$ cat src/rtl/div_defs.sv
// Shared definitions for the iterative divider: state encoding, default width
// and bit-counter sizing.
package div_defs;

  typedef enum logic [1:0] {
    IDLE = 2'b00,
    RUN  = 2'b01,
    DONE = 2'b10
  } div_state_e;

  localparam int unsigned DEF_WIDTH = 16;

  // Counter must hold the value WIDTH itself, hence the extra bit.
  function automatic int unsigned cnt_width(input int unsigned w);
    return $clog2(w) + 1;
  endfunction

  localparam int unsigned DEF_CNT_W = $clog2(DEF_WIDTH) + 1;

endpackage

$ cat src/rtl/cla_sub_4.sv
// 4-bit borrow-lookahead subtractor slice: diff = a + ~b + cin, with group
// propagate/generate exported so slices can be chained by the parent.
module cla_sub_4 (
  input  logic [3:0] a_i,
  input  logic [3:0] b_i,
  input  logic       cin_i,
  output logic [3:0] diff_o,
  output logic       p_o,
  output logic       g_o
);

  logic [3:0] p;
  logic [3:0] g;
  logic [3:0] c;

  // Bit-level propagate/generate and lookahead carries within the slice.
  always_comb begin
    p    = a_i ^ ~b_i;
    g    = a_i & ~b_i;
    c[0] = cin_i;
    c[1] = g[0] | (p[0] & cin_i);
    c[2] = g[1] | (p[1] & g[0]) | (p[1] & p[0] & cin_i);
    c[3] = g[2] | (p[2] & g[1]) | (p[2] & p[1] & g[0]) | (p[2] & p[1] & p[0] & cin_i);
    diff_o = p ^ c;
    p_o    = &p;
    g_o    = g[3] | (p[3] & g[2]) | (p[3] & p[2] & g[1]) | (p[3] & p[2] & p[1] & g[0]);
  end

endmodule

$ cat src/rtl/seq_divider_16.sv
// Iterative unsigned restoring divider, one quotient bit per cycle, with a
// start/done handshake. Trial subtraction uses chained 4-bit lookahead slices.
import div_defs::*;

module seq_divider_16 #(
  parameter int unsigned WIDTH = DEF_WIDTH
) (
  input  logic             clk,
  input  logic             rst,
  input  logic             start,
  input  logic [WIDTH-1:0] dividend,
  input  logic [WIDTH-1:0] divisor,
  output logic             busy,
  output logic             done,
  output logic [WIDTH-1:0] quotient,
  output logic [WIDTH-1:0] remainder,
  output logic             div_by_zero
);

  localparam int unsigned CW = cnt_width(WIDTH);
  localparam int unsigned NS = WIDTH / 4 + 1;
  localparam int unsigned PW = 4 * NS;

  div_state_e       state_q, state_d;
  logic [CW-1:0]    cnt_q, cnt_d;
  logic [WIDTH-1:0] q_q, q_d;
  logic [WIDTH:0]   r_q, r_d;
  logic [WIDTH-1:0] d_q, d_d;
  logic [WIDTH-1:0] quo_q, quo_d;
  logic [WIDTH-1:0] rem_q, rem_d;
  logic             dbz_q, dbz_d;

  logic [WIDTH:0]   trial;
  logic [PW-1:0]    op_a, op_b, diff_full;
  logic [NS-1:0]    p_grp, g_grp;
  logic [NS:0]      carry;
  logic             borrow;
  logic             unused_bits;

  // Zero-pad the WIDTH+1 bit operands up to whole slices; the top slice
  // carries only bit WIDTH, its padded bits just propagate the carry.
  always_comb begin
    trial = {r_q[WIDTH-1:0], q_q[WIDTH-1]};
    op_a  = '0;
    op_b  = '0;
    op_a[WIDTH:0]   = trial;
    op_b[WIDTH-1:0] = d_q;
  end

  genvar gi;
  generate
    for (gi = 0; gi < NS; gi++) begin : g_slice
      cla_sub_4 u_slice (
        .a_i    (op_a[4*gi +: 4]),
        .b_i    (op_b[4*gi +: 4]),
        .cin_i  (carry[gi]),
        .diff_o (diff_full[4*gi +: 4]),
        .p_o    (p_grp[gi]),
        .g_o    (g_grp[gi])
      );
    end
  endgenerate

  // Ripple the slice group P/G into inter-slice carries; carry-in 1 completes two's complement.
  always_comb begin
    carry[0] = 1'b1;
    for (int unsigned i = 0; i < NS; i++) begin
      carry[i+1] = g_grp[i] | (p_grp[i] & carry[i]);
    end
  end

  assign borrow      = ~carry[NS];
  assign unused_bits = ^{diff_full[PW-1:WIDTH+1], r_q[WIDTH]};

  // Next-state, datapath and result-register update.
  always_comb begin
    state_d = state_q;
    cnt_d   = cnt_q;
    q_d     = q_q;
    r_d     = r_q;
    d_d     = d_q;
    quo_d   = quo_q;
    rem_d   = rem_q;
    dbz_d   = dbz_q;
    case (state_q)
      IDLE: begin
        if (start) begin
          d_d   = divisor;
          q_d   = dividend;
          r_d   = '0;
          cnt_d = CW'(WIDTH);
          dbz_d = 1'b0;
          if (divisor == '0) begin
            state_d = DONE;
            quo_d   = '1;
            rem_d   = dividend;
            dbz_d   = 1'b1;
          end else begin
            state_d = RUN;
          end
        end
      end
      RUN: begin
        if (borrow) begin
          r_d = trial;
          q_d = {q_q[WIDTH-2:0], 1'b0};
        end else begin
          r_d = diff_full[WIDTH:0];
          q_d = {q_q[WIDTH-2:0], 1'b1};
        end
        cnt_d = cnt_q - CW'(1);
        // Last iteration: results are captured from this cycle's next values.
        if (cnt_q == CW'(1)) begin
          state_d = DONE;
          quo_d   = q_d;
          rem_d   = r_d[WIDTH-1:0];
        end
      end
      DONE:    state_d = IDLE;
      default: state_d = IDLE;
    endcase
  end

  // State and datapath registers with synchronous reset.
  always_ff @(posedge clk) begin
    if (rst) begin
      state_q <= IDLE;
      cnt_q   <= '0;
      q_q     <= '0;
      r_q     <= '0;
      d_q     <= '0;
      quo_q   <= '0;
      rem_q   <= '0;
      dbz_q   <= 1'b0;
    end else begin
      state_q <= state_d;
      cnt_q   <= cnt_d;
      q_q     <= q_d;
      r_q     <= r_d;
      d_q     <= d_d;
      quo_q   <= quo_d;
      rem_q   <= rem_d;
      dbz_q   <= dbz_d;
    end
  end

  assign busy        = (state_q == RUN);
  assign done        = (state_q == DONE);
  assign quotient    = quo_q;
  assign remainder   = rem_q;
  assign div_by_zero = dbz_q;

endmodule

$ cat config.mk
export PLATFORM = sky130hd
export DESIGN_NAME = seq_divider_16
export DESIGN_NICKNAME = d
export VERILOG_FILES = /design/src/rtl/div_defs.sv /design/src/rtl/cla_sub_4.sv /design/src/rtl/seq_divider_16.sv
export SDC_FILE = /design/constraint.sdc
export NUM_CORES = 1
export LEC_CHECK = 0
export CAP_MARGIN = 40
export CORE_ASPECT_RATIO = 1.75
export CORE_UTILIZATION = 54
export DETAILED_ROUTE_END_ITERATION = 10
export PLACE_DENSITY = 0.79
export RECOVER_POWER = 25
export SLEW_MARGIN = 25
export SYNTH_ARGS = -nofsm -noshare
export SYNTH_HDL_FRONTEND = slang
export SYNTH_SLANG_ARGS = --single-unit
$ cat constraint.sdc
create_clock -name clk -period 3.15 [get_ports clk]
set_clock_uncertainty 0.05 [all_clocks]
set_input_delay 0.63 -clock clk [delete_from_list [all_inputs] [get_ports clk]]
set_output_delay 0.63 -clock clk [all_outputs]
set_load 0.01 [all_outputs]
==> impl_metrics.yaml <==
placement:
  dp_slack_ns: 0.119
  gp_congestion: 0.893
  port_buffers: 69
  hpwl_um: 9090
setup_path:
  cp-end-kind: "register"
  startpoint_type: "register"
  crit_arrival_ns: 3.15
  slowest_delay_ns: 0.41
  crit_buf_inv: 2
  cp.depth: 11
  slowest_stage: "fa_1"
  critPathMaxFanout: 4
  path_cells: "inv_1 -> ha_1 -> o21a_1 -> nor4_2 -> nor4_1 -> buf_4 -> o41ai_2 -> nor2b_2 -> fa_1 -> nand2b_1 -> a311oi_1"
  cp_top_family: "compound AO/OA/AOI/OAI gates"
  reg2reg_depth: 11
  path_class: "reg2reg"
  worstPathRequired_ns: 3.35
  rrSetupSlack_ns: 0.20
route:
  drt_first_pass_iters: 8
  wl_per_cell_um: 16.8
  dr_wl_met3_um: 522
  dr_wl_met2_um: 6390
  drt_iter0_drc: 227
  vias: 4271
  topRoutingLayerUsed: "met4"
  wl_met1_um: 4590
  drc: 12
  via_per_inst: 5.95
  wl_um: 12100
  final_antenna_net_count: 0
sta:
  fin_ws_ns: 0.197
  setup_tns_ns: 0
  fmax_ghz: 0.339
  report.final.slew_viol_count: 38
  tightestPinTransition_ns: 1.76
  post-route-min-period_ns: 2.95
  setup_viol: 0
  finalCritPeriodShare_pct: 93.7
  hold_violations: 0
  relSlewSlack_pct: -17.6
  rsz0062_at_grt: "false"
yosys:
  synth_sequential_area_ratio_pct: 39.5
  synth-seq-cells: 88
  ys_async_sr_fraction_pct: 0
  synth_cell_types: 54
  synth_area_leaders: "dfxtp_1, nor2_1, nand2_1, a21oi_1, ha_1"
  synth_warnings: 0
  synth_common_cells: "dfxtp_1, nor2_1, nand2_1"
  syn_area_per_cell_um2: 7.96
  synth_edf_count: 0
  synth_cells: 561
  synth_ff_type: "dfxtp_1"
  yosys.area.top_type: "dfxtp_1"
  syn_nets: 618
  yosysTopAreaCellShare_pct: 39.5
  netlist_area_mm2: 0.00446
hold_path:
  worstHoldPathCells: 2
  hp-class: "reg2reg"
run_status:
  status: "complete, but fails checks"
  violations: "DRC, capacitance limit, slew limit"
global_routing:
  antenna_found_initial: 0
  grt_pass1_vias: 4113
  grt.overflow.total: 0
  grt_pass1_wl_um: 19600
  grt_max_degree: 44
  grtUsageTotal_pct: 29.5
clock_tree:
  clock_latency_ns: 0.34
  cts_made_buffers: 9
  clock-sinks: 88
  clk_pin_slew_ns: 0.06
  htreeDepth: 3
  cts_tree: "done"
  post_cts_buffers: 0
  root_buffer: "clkbuf_16"
  cts_max_path_buffers: 2
floorplanning:
  core_area_mm2: 0.00796
  start_util_pct: 56.1
  dieHeight_um: 122
  core.rowCount: 43
  ios: 70
  die_x_um: 70.7
  die_area_mm2: 0.00865
flow_run:
  max_cap_viol_count: 1
finish:
  nNetsFinal: 680
  area_growth_pct: 24.0
  antenna_cells: 0
  final.fill_count: 667
  final_layout_size_suffix_gt1_share_pct: 8.28
power:
  powerDensity_mw_per_mm2: 623
  leakage_nw: 2.09
  peakVddDrop_mv: 0.338
-- kinds of logic (layout without fill, tap and decap cells) --
| family | after synthesis | in the layout | synth area share, % |
|---|---|---|---|
| compound gates | 152 | 152 | 22.4 |
| xor+xnor | 7 | 7 | 1.37 |
| fa+ha+maj | 22 | 22 | 6.67 |
| buf+inv | 59 | 126 | 5.63 |
| flops | 88 | 88 | 39.5 |
| mux | 2 | 2 | 0.448 |
| simple gates | 231 | 231 | 24.0 |
-- metal layers --
| metal | GRT usage, % | up-vias |
|---|---|---|
| met3 | 5.17 | 38 |
| met1 | 31.5 | 1979 |
| met4 | 16.1 | 0 |
| met2 | 54.1 | 139 |
| met5 | 0 | - |
| li1 | - | 2115 |
-- layout make-up --
type	count	area, um2	area share [%]
Timing Repair Buffer	85	811	14.6
Sequential cell	88	1760	31.8
Tap cell	90	113	2.03
Clock buffer	11	233	4.20
Multi-Input combinational cell	414	2460	44.5
Clock inverter	5	57.6	1.04
Inverter	25	95.1	1.72
-- registers in the layout (all words and copies together) (netlist names) --
name and count:
div_by_zero 1, q_q 16, remainder 16, quotient 16, d_q 16, cnt_q 5, r_q 16, state_q 2
-- per-stage QoR --
stage	area (um2)	hold WS, ns	total power, mW	util [%]	cells
2_1_floorplan	4460	0.386	2.05	-	561
3_3_place_gp	5240	0.395	2.37	65.7	701
3_5_place_dp	5240	0.398	2.39	65.8	702
4_1_cts	5530	0.407	3.45	69.5	718
5_1_grt	5540	0.424	3.63	69.5	718
6_report	5540	0.405	3.45	69.5	718
-- placed cells by master (no fill, tap or decap), types with 6 or more instances in the layout --
cell type / count
nor2_1: 88
dfxtp_1: 88
nand2_1: 71
clkdlybuf4s50_1: 61
a21oi_1: 52
a211oi_1: 29
nor4_1: 25
inv_1: 24
ha_1: 19
o21ai_0: 17
a31oi_1: 13
buf_4: 13
o21a_1: 10
and3_1: 9
clkbuf_16: 9
dlygate4sd3_1: 7
nand3_1: 6
-- final timing paths --
kind           from             to
min reg2reg  d_q[9]         d_q[9]
max          d_q[0]  remainder[12]
max reg2reg  d_q[0]  remainder[12]
min          d_q[9]         d_q[9]
-- timing repair --
item	4_1_cts	5_1_grt
endpoints found under the hold margin	0	0
endpoints found under the setup margin	0	3
hold buffers	0	0
resized for setup	0	2
-- power by group --
part	internal [mW]	total (mW)	switching [mW]
Combinational	0.460	1.12	0.658
Sequential	1.20	1.27	0.0675
Clock	0.615	1.06	0.446
Total	2.28	3.45	1.17
-- worst reg2reg max path, stage by stage (launching register included) --
cell and delay [ns]:
dfxtp_1 0.35, inv_1 0.06, ha_1 0.30, o21a_1 0.24, nor4_2 0.19, nor4_1 0.09, buf_4 0.15, o41ai_2 0.35
nor2b_2 0.23, fa_1 0.41, nand2b_1 0.17, a311oi_1 0.28
Power figures use the tool's default switching activity.
